`src/rtl/p_hazard_ctrl.sv`:
```
// p_hazard_ctrl: pipeline sequencer for the RV32IM 5-stage core.
// Drives the enable/flush controls of the PC, IF/ID, ID/EX and EX/MEM
// registers. It resolves load-use stalls, EX-stage redirects and multi-cycle
// mul/div operations. The mul/div handshake has a watchdog. Saturating stall
// and redirect counters are kept for performance monitoring.
module p_hazard_ctrl #(
   parameter int MULDIV_TIMEOUT = 64,
   parameter int CNT_WIDTH      = 32
) (
   input  logic                 clk,
   input  logic                 rst,
   input  logic [4:0]           i_id_rs1_addr,
   input  logic [4:0]           i_id_rs2_addr,
   input  logic                 i_id_uses_rs1,
   input  logic                 i_id_uses_rs2,
   input  logic                 i_ex_mem_read_en,
   input  logic [4:0]           i_ex_rd_addr,
   input  logic                 i_ex_redirect,
   input  logic                 i_ex_muldiv_req,
   input  logic                 i_muldiv_done,
   input  logic                 i_clr_counters,
   output logic                 o_muldiv_start,
   output logic                 o_pc_en,
   output logic                 o_if_id_en,
   output logic                 o_if_id_flush,
   output logic                 o_id_ex_en,
   output logic                 o_id_ex_flush,
   output logic                 o_ex_mem_en,
   output logic                 o_ex_mem_flush,
   output logic                 o_busy,
   output logic                 o_md_timeout,
   output logic [CNT_WIDTH-1:0] o_stall_cycles,
   output logic [CNT_WIDTH-1:0] o_flush_count
);

   // The watchdog only needs to reach MULDIV_TIMEOUT-1.
   localparam int WD_W = (MULDIV_TIMEOUT > 2) ? $clog2(MULDIV_TIMEOUT) : 1;
   localparam logic [WD_W-1:0] WD_LAST = WD_W'(MULDIV_TIMEOUT - 1);

   typedef enum logic [1:0] {
      RUN        = 2'd0,
      MD_BUSY    = 2'd1,
      MD_RELEASE = 2'd2
   } state_t;

   state_t          state;
   state_t          state_nxt;
   logic            md_started;
   logic [WD_W-1:0] wd_cnt;
   logic            md_timeout_q;

   logic            rs1_hit;
   logic            rs2_hit;
   logic            load_use;
   logic            md_issue;
   logic            wd_at_last;
   logic            wd_expire;
   logic            redirect_evt;

   // Load-use, mul/div-issue and watchdog conditions seen this cycle.
   always_comb begin
      rs1_hit    = i_id_uses_rs1 && (i_id_rs1_addr == i_ex_rd_addr);
      rs2_hit    = i_id_uses_rs2 && (i_id_rs2_addr == i_ex_rd_addr);
      // x0 is never a real producer, so a load to x0 cannot create a hazard.
      load_use   = i_ex_mem_read_en && (i_ex_rd_addr != 5'd0) && (rs1_hit || rs2_hit);
      // md_started blocks re-issue while the same operation is in flight.
      md_issue   = i_ex_muldiv_req && !md_started;
      wd_at_last = (wd_cnt == WD_LAST);
      // A done on the final watchdog cycle counts as a normal completion.
      wd_expire  = wd_at_last && !i_muldiv_done;
   end

   // State register.
   always_ff @(posedge clk or negedge rst) begin
      if (!rst) begin
         state <= RUN;
      end else begin
         state <= state_nxt;
      end
   end

   // Next-state logic.
   always_comb begin
      state_nxt = state;
      case (state)
         RUN: begin
            if (md_issue) begin
               state_nxt = MD_BUSY;
            end
         end
         MD_BUSY: begin
            if (i_muldiv_done || wd_at_last) begin
               state_nxt = MD_RELEASE;
            end
         end
         MD_RELEASE: begin
            state_nxt = RUN;
         end
         default: begin
            state_nxt = RUN;
         end
      endcase
   end

   // Mul/div handshake bookkeeping: in-flight flag, watchdog and sticky timeout.
   always_ff @(posedge clk or negedge rst) begin
      if (!rst) begin
         md_started   <= 1'b0;
         wd_cnt       <= '0;
         md_timeout_q <= 1'b0;
      end else begin
         case (state)
            RUN: begin
               wd_cnt <= '0;
               if (md_issue) begin
                  md_started <= 1'b1;
               end
            end
            MD_BUSY: begin
               wd_cnt <= wd_cnt + 1'b1;
               if (wd_expire) begin
                  md_timeout_q <= 1'b1;
               end
            end
            MD_RELEASE: begin
               md_started <= 1'b0;
               wd_cnt     <= '0;
            end
            default: begin
               md_started <= 1'b0;
               wd_cnt     <= '0;
            end
         endcase
      end
   end

   // Pipeline register controls. Reset forces every stage to hold a bubble.
   always_comb begin
      o_muldiv_start = 1'b0;
      o_pc_en        = 1'b1;
      o_if_id_en     = 1'b1;
      o_if_id_flush  = 1'b0;
      o_id_ex_en     = 1'b1;
      o_id_ex_flush  = 1'b0;
      o_ex_mem_en    = 1'b1;
      o_ex_mem_flush = 1'b0;
      redirect_evt   = 1'b0;
      if (!rst) begin
         o_pc_en        = 1'b0;
         o_if_id_en     = 1'b0;
         o_if_id_flush  = 1'b1;
         o_id_ex_en     = 1'b0;
         o_id_ex_flush  = 1'b1;
         o_ex_mem_en    = 1'b0;
         o_ex_mem_flush = 1'b1;
      end else begin
         case (state)
            RUN: begin
               if (md_issue) begin
                  // Freeze the front end and send a bubble past EX while
                  // the mul/div unit works on the operands held in ID/EX.
                  o_muldiv_start = 1'b1;
                  o_pc_en        = 1'b0;
                  o_if_id_en     = 1'b0;
                  o_id_ex_en     = 1'b0;
                  o_ex_mem_en    = 1'b0;
                  o_ex_mem_flush = 1'b1;
               end else if (i_ex_redirect) begin
                  // Younger instructions in IF/ID and ID/EX are on the
                  // wrong path. The redirecting instruction moves on.
                  o_if_id_flush  = 1'b1;
                  o_id_ex_flush  = 1'b1;
                  redirect_evt   = 1'b1;
               end else if (load_use) begin
                  // Hold IF and ID for one cycle and insert a single bubble.
                  // The load leaves EX next cycle and its data can be forwarded.
                  o_pc_en        = 1'b0;
                  o_if_id_en     = 1'b0;
                  o_id_ex_flush  = 1'b1;
               end
            end
            MD_BUSY: begin
               o_pc_en        = 1'b0;
               o_if_id_en     = 1'b0;
               o_id_ex_en     = 1'b0;
               o_ex_mem_en    = 1'b0;
               o_ex_mem_flush = 1'b1;
            end
            MD_RELEASE: begin
               // All stages advance, so EX/MEM captures the mul/div result.
            end
            default: begin
            end
         endcase
      end
   end

   // Status outputs.
   always_comb begin
      o_busy       = (state != RUN);
      o_md_timeout = md_timeout_q;
   end

   // Saturating count of cycles in which the PC was held.
   always_ff @(posedge clk or negedge rst) begin
      if (!rst) begin
         o_stall_cycles <= '0;
      end else if (i_clr_counters) begin
         o_stall_cycles <= '0;
      end else if (!o_pc_en && (o_stall_cycles != {CNT_WIDTH{1'b1}})) begin
         o_stall_cycles <= o_stall_cycles + 1'b1;
      end
   end

   // Saturating count of redirect flush events.
   always_ff @(posedge clk or negedge rst) begin
      if (!rst) begin
         o_flush_count <= '0;
      end else if (i_clr_counters) begin
         o_flush_count <= '0;
      end else if (redirect_evt && (o_flush_count != {CNT_WIDTH{1'b1}})) begin
         o_flush_count <= o_flush_count + 1'b1;
      end
   end

endmodule
```
`config.mk`:
```
export PLATFORM = sky130hd
export DESIGN_NAME = p_hazard_ctrl
export DESIGN_NICKNAME = d
export VERILOG_FILES = /design/src/rtl/p_hazard_ctrl.sv
export SDC_FILE = /design/constraint.sdc
export NUM_CORES = 1
export LEC_CHECK = 0
export ABC_AREA = 0
export CELL_PAD_IN_SITES_DETAIL_PLACEMENT = 0
export CELL_PAD_IN_SITES_GLOBAL_PLACEMENT = 1
export CORE_MARGIN = 1.5
export CORE_UTILIZATION = 30
export DETAILED_ROUTE_END_ITERATION = 7
export HOLD_SLACK_MARGIN = 0.08
export PLACE_DENSITY_LB_ADDON = 0.1
export SKIP_LAST_GASP = 1
export SLEW_MARGIN = 20
export SYNTH_ARGS = -nofsm -noshare
export SYNTH_HDL_FRONTEND = slang
export SYNTH_SLANG_ARGS = --single-unit
```
`constraint.sdc`:
```
create_clock -name clk -period 3.45 [get_ports clk]
set_input_delay 0.8625 -clock clk [delete_from_list [all_inputs] [get_ports clk]]
set_output_delay 0.8625 -clock clk [all_outputs]
set_load 0.03 [all_outputs]
```
* Word-level counts from Yosys, hierarchy flattened
Index checks and enable logic that the tools add are counted.
** Word-level totals
- Register bits after elaboration :: 74
- Latch bits :: 0
- Bits in writable memories :: 0
- Bits in read-only memories :: 0
- Input bits :: 24
- Output and inout port bits :: 74
- Word-level logic and storage cells :: 72
- Memories kept :: 0
** Cells by class
- Add/sub/neg operators :: 3
- $mul :: 0
- Div/mod/pow operators :: 0
- Magnitude comparators :: 0
- Eq/ne operators :: 8
- Shift operators :: 0
- Mux-type cells :: 33
- Bitwise logic cells :: 1
- Reduce and logical (&&, ||, !) cells :: 21
** Operators by type and width (number)
- two-way mux 32 bit :: 4
- adder 32 x 1 -> 32 bit (second input constant) :: 2
- != test 32 bit (second input constant) :: 2
- two-way mux 1 bit :: 21
- == test 5 bit :: 2
- logical AND 1 bit :: 8
- one-hot mux 1 bit (2 select lines) :: 4
- adder 6 x 1 -> 6 bit (second input constant) :: 1
- == test 6 bit (second input constant) :: 1
- two-way mux 6 bit :: 1
- AND reduction 2 bit :: 3
- nonzero test 2 bit :: 3
- nonzero test 5 bit :: 1
- two-way mux 2 bit :: 2
- != test 2 bit (second input constant) :: 2
- one-hot mux 2 bit (2 select lines) :: 1
- logical NOT 1 bit :: 3
- == test 2 x 1 -> 1 bit (second input constant) :: 1
- logical NOT 2 bit :: 1
- logical OR 1 bit :: 2
- NOT 1 bit :: 1

* Longest topological paths before layout
- Depth in word-level cells :: 13
- Mapped depth :: 9

* Worst setup path before layout
No wires, ideal clock.
- Path kind :: input to output
- Start :: in i_ex_muldiv_req
- End :: out o_pc_en
- Arrival :: 2.483 ns
- Setup slack :: 0.104 ns
- Stages on the path :: 8
- Buffers on the path :: 3
- Path through :: nor2b_1 nor2_1 o21a_1 inv_1 a21oi_2 buf_2 buf_2 buf_4
** On the way
- Cells in the longest elaborated chain, start to end :: 4
** RTL lines
- start, declared :: line 19 : input logic i_ex_muldiv_req,
- logical AND 1 bit :: line 67 : md_issue = i_ex_muldiv_req && !md_started;
- two-way mux 1 bit
- one-hot mux 1 bit (2 select lines)
- two-way mux 1 bit
- end, declared :: line 23 : output logic o_pc_en,
Every way passes these cells.

* Worst setup path after layout
- Start :: in i_ex_rd_addr[1]
- End :: out o_id_ex_flush
** On the way
- Cells in the longest elaborated chain, start to end :: 9
- Elaborated cells on any way between the ends :: 13
- Classes of those cells :: 2 x eq/ne; 5 x mux; 6 x reduce/logical
** RTL lines
- start, declared :: line 17 : input logic [4:0] i_ex_rd_addr,
- == test 5 bit (on tied branches) :: line 62, 63
- logical AND 1 bit (on tied branches) :: line 62, 63
- logical OR 1 bit :: line 65 : load_use = i_ex_mem_read_en && (i_ex_rd_addr != 5'd0) && (rs1_hit || rs2_hit);
- logical AND 1 bit (*) :: line 65
- two-way mux 1 bit (*) :: line 174 : end else if (load_use) begin
- two-way mux 1 bit (*) :: line 168 : end else if (i_ex_redirect) begin
- two-way mux 1 bit (*) :: line 159 : if (md_issue) begin
- two-way mux 1 bit (*) :: line 157 : case (state)
- two-way mux 1 bit (*) :: line 148 : if (!rst) begin
- end, declared :: line 27 : output logic o_id_ex_flush,
Every way passes the cells marked *; elsewhere a longest branch is shown, timed or not.

==> summary.txt <==
Floorplanning
  • Starting Density: 30.6%
  • Die Wd: 122 µm
  • Top-level port count: 98
  • Rows: 43
  • Die extent in y: 122 µm
  • Full die area: 14800 µm²
  • CORE AREA: 13800 µm²

Power
  • PwrDens: 407 nW/µm²
  • Clock power share: 37.6%
  • Switching pwr: 0.000727 W
  • Combinational power share: 22.0%
  • Total power: 0.00232 W
  • Sw Share: 31.4%
  • VDD IR max: 0.183 mV
  • Flop pwr share: 40.4%
  • Internal: 0.00159 W
  • P_leak: 2.16 nW

Critical path
  • CP Capture Type: primary output
  • Crit path max fanout: 3
  • Crit-path leading delay family: buffers and inverters
  • Max stage delay cell, worst path: clkdlybuf4s50_1
  • Max incr delay on CP: 0.55 ns
  • CP bufs+invs: 2
  • Crit start category: input pin
  • Crit Path Class: input pin to primary output
  • Critical Path AT: 2.46 ns
  • CP Cell Sequence: clkdlybuf4s50_1 > xnor2_1 > nand4_1 > o22ai_1 > nand3b_1 > nand3_1 > clkdlybuf4s15_1
  • CP Data Required Time: 2.59 ns

STA
  • Final Skew: 0.00541 ns
  • Max-slew violations: 0
  • RSZ-0062 raised after global routing: false
  • Fin crit share: 96.4%
  • Tmin final: 3.33 ns
  • Worst-margin pin slew: 0.826 ns
  • Rel. slew slack: 44.9%
  • Setup Viol. Count Final: 0
  • Max frequency: 301 MHz
  • Hold WS: 0.462 ns
  • Fin. Hold Viols: 0

Clocking
  • CTS tree: built
  • Clock root buffer master: clkbuf_16
  • Buffer depth of the longest clock path: 2
  • Total CTS buffers: 9
  • CTS H-Tree Depth: 3
  • Clk_lat worst skew: 0.34 ns
  • Clock-pin slew on the worst setup and hold paths: 0.06 ns
  • Sink Count: 74

Yosys
  • Seq/Total Area, Yosys: 43.7%
  • Post-synth EDFFs: 0
  • Synth Area in XOR/XNOR: 8.27%
  • Main combinational cell family by area after synthesis: simple AND/OR/NAND/NOR gates
  • Synth Instances: 465
  • Syn Std Cell Area: 4240 µm²
  • Mapped Avg Cell Area: 9.11 µm²
  • Post-synthesis mux area share: 1.54%
  • Seq cells post-synth: 74
  • Synthesized net count: 492
  • Unique cell type count in the Yosys netlist: 53
  • Post-synthesis adder-cell area fraction: 0.886%
  • Synth Area in Compound Gates: 10.5%
  • Syn. warnings: 0
  • Async set or reset register ratio after synthesis: 100%
  • Simple-gate share of the synthesized area: 31.3%
  • Main synth FF type: dfrtp_1

Routing
  • DR vias: 3892
  • DRC viols: 0
  • Wire per inst: 16.1 µm
  • DRT Wirelength: 12000 µm
  • Detailed Route Iter0 Violations: 203
  • Routed Antenna Nets: 0
  • Vias per inst: 5.20
  • Pre-antenna DRT Iters: 4

Global routing
  • Vias in the first global route: 3760
  • Global-route wire length before repair: 19700 µm
  • GRT Util Overall: 17.2%
  • Congestion Overflow GR: 0
  • Largest net degree at the start of global routing: 55
  • Initial antenna violation count: 0

Final layout
  • Area delta synth->final: 34.4%
  • Final instance area: 5700 µm²
  • Commonest non-fill, non-tap cell in the layout: clkdlybuf4s50_1
  • Commonest non-fill, non-tap cells in the layout: clkdlybuf4s50_1 (87), dfrtp_1 (74), nor2_1 (51)
  • Share of layout cells above drive strength 1: 8.80%
  • Diodes inserted: 0
  • Post-Layout Cell Count: 748
  • Final core utilization: 41.2%
  • # nets final: 590

Placed design
  • HPWL Detailed: 8500 µm
  • Final Wtd Congestion: 0.785
  • Dpl cell area: 5410 µm²
  • Cells after DPL: 731
  • Port-buffer cells: 97

Status
  • Status: completed

Run
  • MaxCap Viol Count: 0

Min path
  • HP Class: register to register
## cell type report
cell class                      instances  area, µm²
Fill cell                            1377       8130
Multi-Input combinational cell        355       2240
Sequential cell                        74       1850
Timing Repair Buffer                  112       1070
Clock buffer                           13        250
Tap cell                              180        225
Inverter                               11       41.3
Clock inverter                          3       15.0
## worst register-to-register path, cell delays in order (launching register included)
cell and delay [ns]:
dfrtp_1 0.50, nand4_2 0.21, nor4b_2 0.44, nand4_1 0.46, nand2_1 0.25, nor3_1 0.08
mux2_2 0.27
## registers in the layout, summed over array words and instances, names as in the netlist
name / flops
o_md_timeout: 1
state: 2
o_flush_count: 32
o_stall_cycles: 32
md_started: 1
wd_cnt: 6
## cells in the mapped netlist, types with 2 or more instances
library cell | number | area, µm²
dfrtp_1 | 74 | 1850
and2_1 | 2 | 12.5
nor2b_1 | 5 | 31.3
nand4b_1 | 3 | 26.3
nand4_1 | 26 | 163
or4_1 | 17 | 128
nor3_1 | 11 | 55.1
and4_4 | 2 | 22.5
nor4_1 | 6 | 37.5
nand2_1 | 30 | 113
nand4_2 | 2 | 25.0
and4_1 | 5 | 43.8
mux2i_1 | 2 | 20.0
mux2_2 | 3 | 33.8
nand2b_1 | 3 | 18.8
xnor2_1 | 30 | 263
buf_2 | 10 | 50.1
o31ai_1 | 16 | 120
buf_4 | 2 | 15.0
nor3b_1 | 4 | 30.0
nor4b_1 | 3 | 26.3
o21ai_1 | 2 | 10.0
and2_0 | 2 | 12.5
inv_1 | 11 | 41.3
and3_1 | 13 | 81.3
ha_1 | 3 | 37.5
nor2_1 | 51 | 191
clkbuf_1 | 11 | 41.3
a21oi_1 | 34 | 170
nand3_1 | 22 | 110
xor2_1 | 10 | 87.6
or3_1 | 16 | 100
o21ai_0 | 14 | 70.1
## per-stage QoR
stage	setup slack (ns)	TNS, ns
after global routing	0.00553	0
after detailed placement	-0.219	-0.402
final	0.124	0
after CTS	0.0109	0
after floorplan	0.104	0
after global placement	-0.183	-0.274
## metal layers
metal,GRT usage (%),wire [µm],vias up
li1,-,-,1903
met5,0,0,-
met1,24.7,5910,1866
met3,3.79,692,15
met2,25.1,5250,108
met4,6.40,188,0
## worst paths after layout
| path | startpoint | to | slack, ns | cells past startpoint |
|---|---|---|---|---|
| worst min-delay path | wd_cnt[0] | wd_cnt[0] | 0.46 | 1 |
| min in group asynchronous | rst | o_flush_count[11] | 0.57 | 2 |
| worst min register to register | wd_cnt[0] | wd_cnt[0] | 0.46 | 1 |
| worst max-delay path | i_ex_rd_addr[1] | o_id_ex_flush | 0.12 | 7 |
| worst max register to register | o_stall_cycles[3] | o_stall_cycles[19] | 1.13 | 6 |
| max in group asynchronous | rst | o_flush_count[6] | 1.83 | 3 |
## cells by family after synthesis
logic type / count (synthesis)
AO/OA/AOI/OAI: 75
XOR/XNOR: 40
multiplexers: 6
buffers and inverters: 36
adder cells (fa/ha/maj): 3
AND/OR/NAND/NOR: 231
flip-flops: 74
## power by group through the flow
stage / sequential, W / clock, W / combinational (W)
CTS: 0.000935 / 0.000902 / 0.000517
detailed placement: 0.000950 / 0 / 0.000504
finish: 0.000935 / 0.000871 / 0.000510
global route: 0.000942 / 0.000941 / 0.000558
floorplan: 0.000966 / 0 / 0.000287
global placement: 0.000950 / 0 / 0.000501
## repair_timing
action	CTS	global route
pin swaps	3	1
resized for setup	8	2
endpoints found under the setup margin	3	3
hold buffers	0	0
setup buffers	1	0
No activity file was read; power rests on OpenSTA's default activity.
==> RTL change (config.mk and constraints unchanged) <==
Re-encode `state_t` (3 states) as one-hot, 3 bits wide.
--- a/src/rtl/p_hazard_ctrl.sv
+++ b/src/rtl/p_hazard_ctrl.sv
@@ -39,6 +39,6 @@
 
-   typedef enum logic [1:0] {
-      RUN        = 2'd0,
-      MD_BUSY    = 2'd1,
-      MD_RELEASE = 2'd2
+   typedef enum logic [2:0] {
+      RUN        = 3'b001,
+      MD_BUSY    = 3'b010,
+      MD_RELEASE = 3'b100
    } state_t;
Check against the original RTL: same outputs for any inputs over 10 cycles, from zero or initial values and one cycle with rst low; not proved beyond that.
==> RTL change against the unedited design <==
  * Power is 6.4% higher
  * Wire length fell by 6.2%
  * Setup slack worse by 0.064 ns
  * Count of clock-buffer cells in the layout fell by 1
  * First-iteration DRC count is 17% lower
  * Combinational power shrank 4.9%
  * Sequential cell count rose by 1
  * Register-to-register slack worse by 0.18 ns
  * Area after synthesis is essentially flat
  * Global-route usage fell by 1.2 points
  * Die area about the same
  * Sequential power increased by 0.9%
  * Final area up 1.1%
  * Critical path type unchanged
  * Highest routed layer unchanged
==> RTL change: results (changes against the unedited design) <==
timing:
  clock_skew_ns: 0.00625  # +0.000835 ns
  period_share_pct: 98.2  # +1.8 points
  slew_headroom_pct: 42.9  # -2.0 points
grt:
  use_met1_pct: 21.2  # -3.5 points
  grt_max_degree: 65  # +18%
  met2_usage_pct: 25.9  # +0.81 points
  grt_use_met3_pct: 4.68  # +0.89 points
  first_global_vias: 3695  # -1.7%
  grt_use_total_pct: 16.0  # -1.2 points
synthesis:
  synth_nets: 471  # -4.3%
  synth-seq-area-share_pct: 44.3  # +0.63 points
  synth_common_cells: "dfrtp_1, nor2_1, nand3_1"
  synth_area_leaders: "dfrtp_1, xor2_1, o31ai_1, or4_1, nand3_1"
  yosysUniqueCellTypes: 48  # -9.4%
placement:
  pre_cts_slack_ns: -0.256  # -0.0363 ns
  place_congestion: 0.714  # -9.1%
layout:
  nFillCells: 1370  # -0.51%
outcome:
  outcome: "complete, no violations"
detailed_routing:
  via_per_inst: 5.08  # -2.4%
  drtIter0Drc: 168  # -17%
worst_setup_path:
  timing.rr.start: "state[0]"
  reg2reg_slack_ns: 0.95  # -0.18 ns
  cp_data_arrival_time_ns: 2.53  # +0.07 ns
worst_hold_path:
  hold_class: "input pin to asynchronous set/reset pin"
power:
  leakage_nw: 2.31  # +6.8%
==> RTL change: worst max-delay path, stage by stage <==
cell and delay (ns):
clkdlybuf4s50_1 0.42, or4_4 0.52, o211ai_2 0.21, nor2_1 0.06
a21o_1 0.17, clkdlybuf4s15_2 0.28
==> RTL change: cells by family after synthesis <==
family          Yosys count  share of synthesized area, %
buf+inv                  32                          3.60
fa+ha+maj                 3                         0.886
mux                       3                         0.768
flops                    75                          44.3
xor+xnor                 43                          8.89
compound gates           74                          11.2
simple gates            214                          30.3
==> RTL change: how the worst max path moves through the flow <==
stage | startpoint | cells past startpoint | endpoint
2_1_floorplan | i_ex_rd_addr[0] | 7 | o_pc_en
3_3_place_gp | i_ex_rd_addr[0] | 6 | o_id_ex_flush
3_5_place_dp | i_ex_rd_addr[0] | 6 | o_id_ex_flush
4_1_cts | i_ex_rd_addr[0] | 7 | o_pc_en
5_1_grt | i_ex_rd_addr[3] | 6 | o_id_ex_flush
6_report | i_ex_rd_addr[3] | 6 | o_id_ex_flush
==> RTL change: where the power goes <==
group | total, mW | switching, mW | leakage (nW) | internal, mW
registers | 0.943 | 0.0313 | 1.04 | 0.911
clock network | 1.04 | 0.365 | 0.159 | 0.672
logic | 0.485 | 0.295 | 1.11 | 0.190
total | 2.46 | 0.691 | 2.31 | 1.77
==> RTL change: repair_timing <==
item | in CTS | in global routing
setup endpoints to repair | 3 | 2
pin swaps | 1 | 2
hold buffers | 0 | 0
gates resized for setup | 5 | 2
buffers inserted | 1 | 0
==> RTL change: per-layer routing <==
| metal | share of wire (%) | vias to the layer above |
|---|---|---|
| met4 | 0.84 | 0 |
| li1 | - | 1830 |
| met3 | 4.4 | 10 |
| met1 | 47 | 1795 |
| met5 | 0 | - |
| met2 | 47 | 67 |
==> RTL change: cell type report <==
| class | count | area share [%] |
|---|---|---|
| flip-flops and latches | 75 | 32.6 |
| repair buffers | 113 | 18.8 |
| clock buffers | 12 | 4.46 |
| clock inverters | 4 | 1.26 |
| multi-input cells | 337 | 38.4 |
| inverters | 8 | 0.522 |
| well taps | 180 | 3.91 |
==> RTL change: through the flow <==
step	power, mW	utilization (%)	hold WS [ns]	instance area, sq um	std cells
after detailed placement	1.45	39.1	0.447	5410	713
after global placement	1.45	39.1	0.450	5410	713
final	2.46	41.6	0.378	5760	729
after global routing	2.59	41.6	0.370	5760	729
after floorplan	1.26	-	0.455	4240	444
after CTS	2.52	41.6	0.368	5760	730
